$ cat config.mk
export PLATFORM = sky130hd
export DESIGN_NAME = park_occupancy_ctr_flat
export DESIGN_NICKNAME = d
export VERILOG_FILES = /design/src/rtl/park_pkg.sv /design/src/rtl/park_occupancy_ctr_if.sv /design/src/rtl/lane_dir_fsm.sv /design/src/rtl/park_occupancy_ctr.sv /design/src/flat_wrapper.sv
export SDC_FILE = /design/constraint.sdc
export NUM_CORES = 1
export LEC_CHECK = 0
export ABC_CLOCK_PERIOD_IN_PS = 5490
export BUFFER_PORTS_ARGS = -buffer_cell sky130_fd_sc_hd__buf_2
export CORE_MARGIN = 5
export CORE_UTILIZATION = 25
export CTS_BUF_LIST = sky130_fd_sc_hd__clkbuf_8 sky130_fd_sc_hd__clkbuf_16
export DETAILED_ROUTE_END_ITERATION = 12
export PLACE_DENSITY_LB_ADDON = 0.2
export SLEW_MARGIN = 30
export SYNTH_ARGS = -nofsm -noshare
export SYNTH_HDL_FRONTEND = slang
export SYNTH_SLANG_ARGS = --single-unit
$ cat constraint.sdc
create_clock -name clk -period 5.49 [get_ports clk]
set_input_delay 0 -clock clk [delete_from_list [all_inputs] [get_ports clk]]
set_output_delay 0 -clock clk [all_outputs]
set_load 0.01 [all_outputs]
$ cat src/rtl/park_pkg.sv
// Shared types and sensor encodings for the multi-lane car-park occupancy counter.
package park_pkg;

  typedef enum logic [2:0] {
    IDLE = 3'd0,
    EN1  = 3'd1,
    EN2  = 3'd2,
    EN3  = 3'd3,
    EX1  = 3'd4,
    EX2  = 3'd5,
    EX3  = 3'd6
  } lane_state_t;

  // {a,b} sensor pair encodings
  localparam logic [1:0] AB_IDLE = 2'b00;
  localparam logic [1:0] AB_A    = 2'b10;
  localparam logic [1:0] AB_AB   = 2'b11;
  localparam logic [1:0] AB_B    = 2'b01;

endpackage

$ cat src/rtl/park_occupancy_ctr_if.sv
// Sensor inputs, per-lane pulses and occupancy status of the car-park counter.
interface park_occupancy_ctr_if #(
  parameter int N_LANES = 2,
  parameter int CNT_W   = 4
);
  logic [N_LANES-1:0] a;
  logic [N_LANES-1:0] b;
  logic               clr_err;
  logic [N_LANES-1:0] inc;
  logic [N_LANES-1:0] dec;
  logic [CNT_W-1:0]   count;
  logic               full;
  logic               empty;
  logic               ovf_err;
  logic               unf_err;

  modport master (
    output a, b, clr_err,
    input  inc, dec, count, full, empty, ovf_err, unf_err
  );

  modport slave (
    input  a, b, clr_err,
    output inc, dec, count, full, empty, ovf_err, unf_err
  );
endinterface

$ cat src/rtl/lane_dir_fsm.sv
// Per-lane direction detector: a->ab->b->idle is an entry, b->ab->a->idle an exit.
module lane_dir_fsm
  import park_pkg::*;
(
  input  logic clk,
  input  logic reset,
  input  logic a,
  input  logic b,
  output logic inc,
  output logic dec
);

  lane_state_t state;
  logic [1:0]  ab;

  assign ab = {a, b};

  always_ff @(posedge clk) begin
    if (reset) begin
      state <= IDLE;
      inc   <= 1'b0;
      dec   <= 1'b0;
    end else begin
      inc <= 1'b0;
      dec <= 1'b0;
      case (state)
        IDLE: begin
          if (ab == AB_A)      state <= EN1;
          else if (ab == AB_B) state <= EX1;
        end
        EN1: begin
          if (ab == AB_AB)     state <= EN2;
          else if (ab != AB_A) state <= IDLE;
        end
        EN2: begin
          if (ab == AB_B)       state <= EN3;
          else if (ab == AB_A)  state <= EN1;
          else if (ab != AB_AB) state <= IDLE;
        end
        EN3: begin
          if (ab == AB_AB)     state <= EN2;
          else if (ab != AB_B) begin
            state <= IDLE;
            inc   <= (ab == AB_IDLE);
          end
        end
        EX1: begin
          if (ab == AB_AB)     state <= EX2;
          else if (ab != AB_B) state <= IDLE;
        end
        EX2: begin
          if (ab == AB_A)       state <= EX3;
          else if (ab == AB_B)  state <= EX1;
          else if (ab != AB_AB) state <= IDLE;
        end
        EX3: begin
          if (ab == AB_AB)     state <= EX2;
          else if (ab != AB_A) begin
            state <= IDLE;
            dec   <= (ab == AB_IDLE);
          end
        end
        default: state <= IDLE;
      endcase
    end
  end

endmodule

$ cat src/rtl/park_occupancy_ctr.sv
// Multi-lane car-park occupancy counter: lane detectors feed a shared saturating counter.
module park_occupancy_ctr
  import park_pkg::*;
#(
  parameter int N_LANES  = 2,
  parameter int CNT_W    = 4,
  parameter int CAPACITY = 15
) (
  input logic                  clk,
  input logic                  reset,
  park_occupancy_ctr_if.slave  bus
);

  localparam int SW = CNT_W + 2;
  localparam logic signed [SW-1:0] CAP_S = SW'(CAPACITY);

  logic [N_LANES-1:0]    inc_v, dec_v;
  logic [CNT_W-1:0]      cnt;
  logic                  ovf_q, unf_q;
  logic [SW-1:0]         n_inc, n_dec;
  logic signed [SW-1:0]  delta, sum;
  logic                  ovf_hit, unf_hit;
  logic [CNT_W-1:0]      cnt_nxt;

  for (genvar i = 0; i < N_LANES; i++) begin : g_lane
    lane_dir_fsm u_fsm (
      .clk   (clk),
      .reset (reset),
      .a     (bus.a[i]),
      .b     (bus.b[i]),
      .inc   (inc_v[i]),
      .dec   (dec_v[i])
    );
  end

  // Net change from the registered pulses, then clamp into [0, CAPACITY]
  always_comb begin
    n_inc = '0;
    n_dec = '0;
    for (int i = 0; i < N_LANES; i++) begin
      n_inc = n_inc + SW'(inc_v[i]);
      n_dec = n_dec + SW'(dec_v[i]);
    end
    delta   = $signed(n_inc - n_dec);
    sum     = $signed({2'b00, cnt}) + delta;
    ovf_hit = (sum > CAP_S);
    unf_hit = (sum < 0);
    if (ovf_hit)      cnt_nxt = CAP_S[CNT_W-1:0];
    else if (unf_hit) cnt_nxt = '0;
    else              cnt_nxt = sum[CNT_W-1:0];
  end

  always_ff @(posedge clk) begin
    if (reset) begin
      cnt   <= '0;
      ovf_q <= 1'b0;
      unf_q <= 1'b0;
    end else begin
      cnt   <= cnt_nxt;
      // a fresh clip outranks a concurrent clear
      ovf_q <= (ovf_q & ~bus.clr_err) | ovf_hit;
      unf_q <= (unf_q & ~bus.clr_err) | unf_hit;
    end
  end

  assign bus.inc     = inc_v;
  assign bus.dec     = dec_v;
  assign bus.count   = cnt;
  assign bus.full    = (cnt == CAP_S[CNT_W-1:0]);
  assign bus.empty   = (cnt == '0);
  assign bus.ovf_err = ovf_q;
  assign bus.unf_err = unf_q;

endmodule

$ cat src/flat_wrapper.sv
// flat-port wrapper written by rule: the top's interface ports become plain ports
module park_occupancy_ctr_flat import park_pkg::*;
#(
  parameter int N_LANES  = 2,
  parameter int CNT_W    = 4,
  parameter int CAPACITY = 15
)
  (clk, reset, bus_a, bus_b, bus_clr_err, bus_inc, bus_dec, bus_count, bus_full, bus_empty, bus_ovf_err, bus_unf_err);
  park_occupancy_ctr_if #(.N_LANES(N_LANES), .CNT_W(CNT_W)) bus_i ();
  input logic clk;
  input logic reset;
  input wire logic [$bits(bus_i.a)-1:0] bus_a;
  input wire logic [$bits(bus_i.b)-1:0] bus_b;
  input wire logic [$bits(bus_i.clr_err)-1:0] bus_clr_err;
  output wire logic [$bits(bus_i.inc)-1:0] bus_inc;
  output wire logic [$bits(bus_i.dec)-1:0] bus_dec;
  output wire logic [$bits(bus_i.count)-1:0] bus_count;
  output wire logic [$bits(bus_i.full)-1:0] bus_full;
  output wire logic [$bits(bus_i.empty)-1:0] bus_empty;
  output wire logic [$bits(bus_i.ovf_err)-1:0] bus_ovf_err;
  output wire logic [$bits(bus_i.unf_err)-1:0] bus_unf_err;
  assign bus_i.a = bus_a;
  assign bus_i.b = bus_b;
  assign bus_i.clr_err = bus_clr_err;
  assign bus_inc = bus_i.inc;
  assign bus_dec = bus_i.dec;
  assign bus_count = bus_i.count;
  assign bus_full = bus_i.full;
  assign bus_empty = bus_i.empty;
  assign bus_ovf_err = bus_i.ovf_err;
  assign bus_unf_err = bus_i.unf_err;
  park_occupancy_ctr #(.N_LANES(N_LANES), .CNT_W(CNT_W), .CAPACITY(CAPACITY)) u_core (.clk(clk), .reset(reset), .bus(bus_i));
endmodule
-- Yosys cells after proc, flatten, opt, wreduce, memory -nomap -nowiden
Index checks and enable logic that the tools add are counted.
- register bits after elaboration: 16
- logic and storage cells: 94
- output and inout bits: 12
- input bits: 7
- reduce and logical (&&, ||, !) cells: 9
- bitwise operators: 13
- order comparisons: 2
- $add $sub $neg: 4
- equal/unequal tests: 27
- multiplexer cells: 30
- operator list (cell ; number):
    3-bit two-way mux ; 26
    3-bit one-hot mux with 7 select lines ; 2
    3-bit == test, second input constant ; 6
    4-bit OR reduction ; 4
    3-bit by 2-bit == test with 1-bit output, second input constant ; 4
    1-bit inverter ; 9
    2-bit == test, second input constant ; 4
    4-bit two-way mux ; 2
    2-bit != test, second input constant ; 4
    5-bit by 6-bit adder with 6-bit output ; 1
    3-bit by 1-bit == test with 1-bit output, second input constant ; 2
    6-bit by 5-bit > comparator with 1-bit output, second input constant ; 1
    3-bit logical NOT ; 2
    6-bit by 1-bit < comparator with 1-bit output, second input constant ; 1
    3-bit != test, second input constant ; 2
    6-bit subtractor ; 1
    1-bit by 1-bit adder with 2-bit output ; 2
    2-bit by 1-bit == test with 1-bit output, second input constant ; 2
    4-bit == test, second input constant ; 1
    2-bit logical NOT ; 2
    4-bit logical NOT ; 1
    2-bit by 1-bit != test with 1-bit output, second input constant ; 2
    1-bit bitwise AND ; 2
    1-bit OR ; 2

-- Logic depth before layout (Yosys ltp)
- depth after elaboration: 6
- mapped depth: 10

-- Hierarchy
Synthesis repeated with hierarchy kept, for this count alone.
- cells, all modules: 151
- area total of the unflattened synthesis: 1317.5 um^2
- modules (own cells, without submodules) (module ; seq. area each (um^2) ; area each (um^2) ; times used ; cells an instance):
    lane_dir_fsm ; 100.1 ; 415.4 ; 2 ; 47
    park_occupancy_ctr ; 120.1 ; 486.7 ; 1 ; 57

-- Least setup slack after synthesis
Ideal clock, no wire load.
- path type: register to register
- start point: reg u_core.g_lane[1].u_fsm.dec
- end point: reg u_core.cnt[0], in the netlist u_core.bus.count[0]
- data arrival time: 2086 ps
- stages on the path, launching flop included: 10
- required time: 5361 ps
- setup time: 129 ps
- path slack: 3275 ps
- path buffers: 0
- period minus slack after synthesis: 2215 ps
- path through: dfxtp_1 ha_1 inv_1 fa_1 inv_1 fa_1 nand2b_1 a21oi_1 xnor2_1 a21oi_1
- longest elaborated chain between the ends: 6
- elaborated cells between the ends (all ways): 7
- ends and longest elaborated chain (element ; RTL line ; text):
    start, declared ; lane_dir_fsm.sv:10 ; output logic dec
    start signal, assigned ; lane_dir_fsm.sv:60 ; dec <= (ab == AB_IDLE);
    1-bit by 1-bit adder with 2-bit output (*) ; park_occupancy_ctr.sv:42 ; n_dec = n_dec + SW'(dec_v[i]);
    6-bit subtractor (*) ; park_occupancy_ctr.sv:44 ; delta = $signed(n_inc - n_dec);
    5-bit by 6-bit adder with 6-bit output (*) ; park_occupancy_ctr.sv:45 ; sum = $signed({2'b00, cnt}) + delta;
    6-bit by 1-bit < comparator with 1-bit output ; park_occupancy_ctr.sv:47 ; unf_hit = (sum < 0);
    4-bit two-way mux ; park_occupancy_ctr.sv:49 ; else if (unf_hit) cnt_nxt = '0;
    4-bit two-way mux (*) ; park_occupancy_ctr.sv:48 ; if (ovf_hit) cnt_nxt = CAP_S[CNT_W-1:0];
    end signal, assigned ; park_occupancy_ctr.sv:59 ; cnt <= cnt_nxt;
    end, declared ; park_occupancy_ctr.sv:18 ; logic [CNT_W-1:0] cnt;
Every way passes the cells marked *; elsewhere a longest branch is shown, timed or not.
A chain may end at the register's enable or synchronous reset.

-- Worst setup path after layout
- start point: reg u_core.g_lane[1].u_fsm.dec
- end point: reg u_core.ovf_q, in the netlist u_core.bus.ovf_err
- longest elaborated chain between the ends: 5
- ends and longest elaborated chain (element ; RTL line ; text):
    1-bit by 1-bit adder with 2-bit output ; park_occupancy_ctr.sv:42 ;
    6-bit subtractor ; park_occupancy_ctr.sv:44 ;
    5-bit by 6-bit adder with 6-bit output ; park_occupancy_ctr.sv:45 ;
    6-bit by 5-bit > comparator with 1-bit output ; park_occupancy_ctr.sv:46 ; ovf_hit = (sum > CAP_S);
    1-bit OR ; park_occupancy_ctr.sv:61 ; ovf_q <= (ovf_q & ~bus.clr_err) | ovf_hit;
    end signal, assigned ; park_occupancy_ctr.sv:61 ;
    end, declared ; park_occupancy_ctr.sv:19 ; logic ovf_q, unf_q;
Every way passes these cells.

==> impl_metrics.py <==
metrics = {
    "run_status": {
        "status": "finished, final reports clean",
    },
    "placed_design": {
        "dp_hpwl_um": 1891,
        "gp_congestion": 0.7812,
        "place_area_sq_mm": 0.001316,
        "port_buffers": 18,
    },
    "finish": {
        "area_delta_synth_final_pct": 10.26,
        "antennaDiodeCount": 0,
        "regArea_sq_um": 320.3,
        "fin_area_sq_mm": 0.001371,
        "layout_common_cells": "ha_1, buf_2, dfxtp_1, a21oi_1, inv_1",
        "multi_input_area_sq_um": 765.7,
        "n_fill_cell": 524,
        "nets": 171,
        "drive_above_1_share": 0.2238,
    },
    "hold_path": {
        "min_from": "reset",
        "min_to": "u_core.bus.unf_err",
        "min_path_type": "in -> reg",
        "min_path_cells": 2,
    },
    "drt": {
        "detail_route.wl_per_cell_um": 11.41,
        "drc": 0,
        "num_vias": 973,
        "drt_first_pass_iters": 4,
        "ant_nets": 0,
        "avgViaCountPerCell": 4.633,
        "routed_wl_um": 2397,
        "drt_iter0_drc": 38,
    },
    "grt": {
        "grt_pass1_wl_um": 3988,
        "grt_max_degree": 14,
        "grt-ovfl-total": 0,
        "track_usage": 0.07737,
        "first_global_vias": 859,
        "grt_antenna_before_repair": 0,
    },
    "clocking": {
        "postCtsHoldBufs": 0,
        "cts_resized": 0,
        "root_buffer": "clkbuf_8",
        "cts.sinks": 16,
        "cts_setup_buffers": 0,
        "cts_buffer_depth": 2,
        "htreeDepth": 1,
        "clock_latency_ns": 0.25,
        "cts_buffers": 3,
        "cts_tree": "yes",
        "clk_pin_slew_ns": 0.06,
    },
    "die": {
        "die_x_um": 80.53,
        "ioPinCount": 19,
        "rows": 25,
        "dieArea_sq_mm": 0.006485,
        "start_util": 0.2599,
        "coreArea_sq_mm": 0.004786,
        "die_h_um": 80.53,
    },
    "yosys": {
        "ys_ff_latch": 16,
        "synth_warnings": 0,
        "synthCells": 135,
        "synth_fp_nets": 162,
        "synthArstFlopShare": 0,
        "yosysUniqueCellTypes": 37,
        "seq_area_frac_synth": 0.2575,
        "synth_top_flop_cell": "dfxtp_1",
        "synth_area_per_cell_sq_um": 9.213,
        "synth_edf_count": 0,
        "synth_area_sq_mm": 0.001244,
    },
    "timing": {
        "max-slew-margin-rel": 0.6955,
        "fin_setup_tns_ns": 0,
        "drv_slew": 0,
        "tightest_slew_ns": 0.4518,
        "post-route-period-util": 0.4266,
        "finalSetupViolCount": 0,
        "rsz0062_at_grt": "false",
        "hold_viol": 0,
        "fmax_ghz": 0.4269,
        "layout_min_cycle_time_ns": 2.342,
        "fin_skew_ns": 0.002019,
    },
    "critical_path": {
        "r2r_cells": 9,
        "crit_fanout": 5,
        "worstPathRequired_ns": 5.61,
        "crit_buf_inv": 2,
        "r2r-start": "u_core.g_lane[1].u_fsm.dec",
        "critPathKind": "reg -> reg",
        "crit_family": "adder cells",
        "slowest_delay_ns": 0.53,
        "critPathArrivalTime_ns": 2.47,
        "reg2reg_to": "u_core.bus.ovf_err",
        "end_kind": "register",
        "cp_cell_sequence": "ha_1, inv_1, fa_1, inv_1, fa_1, nand2b_1, a21oi_1, xnor2_1, a21oi_1",
        "cp-start-kind": "register",
        "r2r_slack_ns": 3.15,
        "cp_slowest_cell": "fa_1",
    },
    "power_and_ir_drop": {
        "p_leak_nw": 0.6204,
        "powerDensity_mw_per_mm2": 365.0,
        "seqPwrFrac": 0.336,
        "switching_share": 0.3839,
        "p_comb_frac": 0.460,
        "irDropWorstVdd_mv": 0.1229,
        "clockPowerShare": 0.205,
        "p_int_mw": 0.3084,
        "p_sw_mw": 0.1922,
    },
    "flow_run": {
        "maxCapViolCount": 0,
    },
}
## worst max path at each step
stage | from | endpoint | depth (start not counted)
detailed placement | u_core.g_lane[1].u_fsm.dec | u_core.bus.ovf_err | 9
global route | u_core.g_lane[1].u_fsm.dec | u_core.bus.ovf_err | 9
floorplan | u_core.g_lane[1].u_fsm.dec | u_core.bus.count[0] | 9
global placement | u_core.g_lane[1].u_fsm.dec | u_core.bus.count[2] | 9
finish | u_core.g_lane[1].u_fsm.dec | u_core.bus.ovf_err | 9
CTS | u_core.g_lane[1].u_fsm.dec | u_core.bus.ovf_err | 9
## metrics by stage
stage	util	total power, mW	hold WS [ns]	setup WS, ns	instances
global placement	0.2750	0.3999	0.2834	3.170	206
floorplan	-	0.3453	0.07238	3.275	135
detailed placement	0.2750	0.4026	0.2931	3.117	206
finish	0.2865	0.5006	0.03938	3.148	210
global route	0.2865	0.5514	0.03659	2.932	210
CTS	0.2865	0.5097	0.02502	3.115	210
## layout make-up
type,instances,area share
timing repair buffer,18,0.06569
tap,67,0.06113
inverter,15,0.04106
multi-input combinational,90,0.5584
clock buffer,4,0.04015
sequential,16,0.2336
## power by group through the flow
stage | registers [mW] | clock network (mW) | logic, mW
after floorplan | 0.164 | 0 | 0.181
after global placement | 0.170 | 0 | 0.229
after detailed placement | 0.171 | 0 | 0.232
after CTS | 0.168 | 0.108 | 0.233
after global routing | 0.172 | 0.117 | 0.263
final | 0.168 | 0.102 | 0.230
## synthesized netlist by cell type, drive strengths merged (3+ instances only)
cell | count | area share
nor3b | 3 | 0.026
nor2b | 4 | 0.020
inv | 15 | 0.045
a21o | 4 | 0.024
dfxtp | 16 | 0.26
o21ai | 3 | 0.015
ha | 18 | 0.18
a211oi | 4 | 0.028
nor4b | 4 | 0.028
nor2 | 5 | 0.015
buf | 14 | 0.081
a21oi | 13 | 0.052
## metal layers
layer / track usage / share of wire / vias to the layer above
met2: 0.1101 / 0.43 / 22
met3: 0.02578 / 0.058 / 8
met1: 0.1061 / 0.48 / 450
met4: 0.03041 / 0.032 / 0
met5: 0 / 0 / -
li1: - / - / 493
## state kept, by name (all words and copies together), names as in the netlist
signal,count
u_core.g_lane.u_fsm.dec,2
u_core.bus.unf_err,1
u_core.bus.count,4
u_core.g_lane.u_fsm.inc,2
u_core.bus.ovf_err,1
u_core.g_lane.u_fsm.state,6
## cell families after synthesis
family | Yosys count | synth area share
xor+xnor | 3 | 0.02113
simple gates | 28 | 0.1559
buf+inv | 29 | 0.1268
flops | 16 | 0.2575
fa+ha+maj | 20 | 0.2133
compound gates | 39 | 0.2253
(Power assumes the default switching activity.)
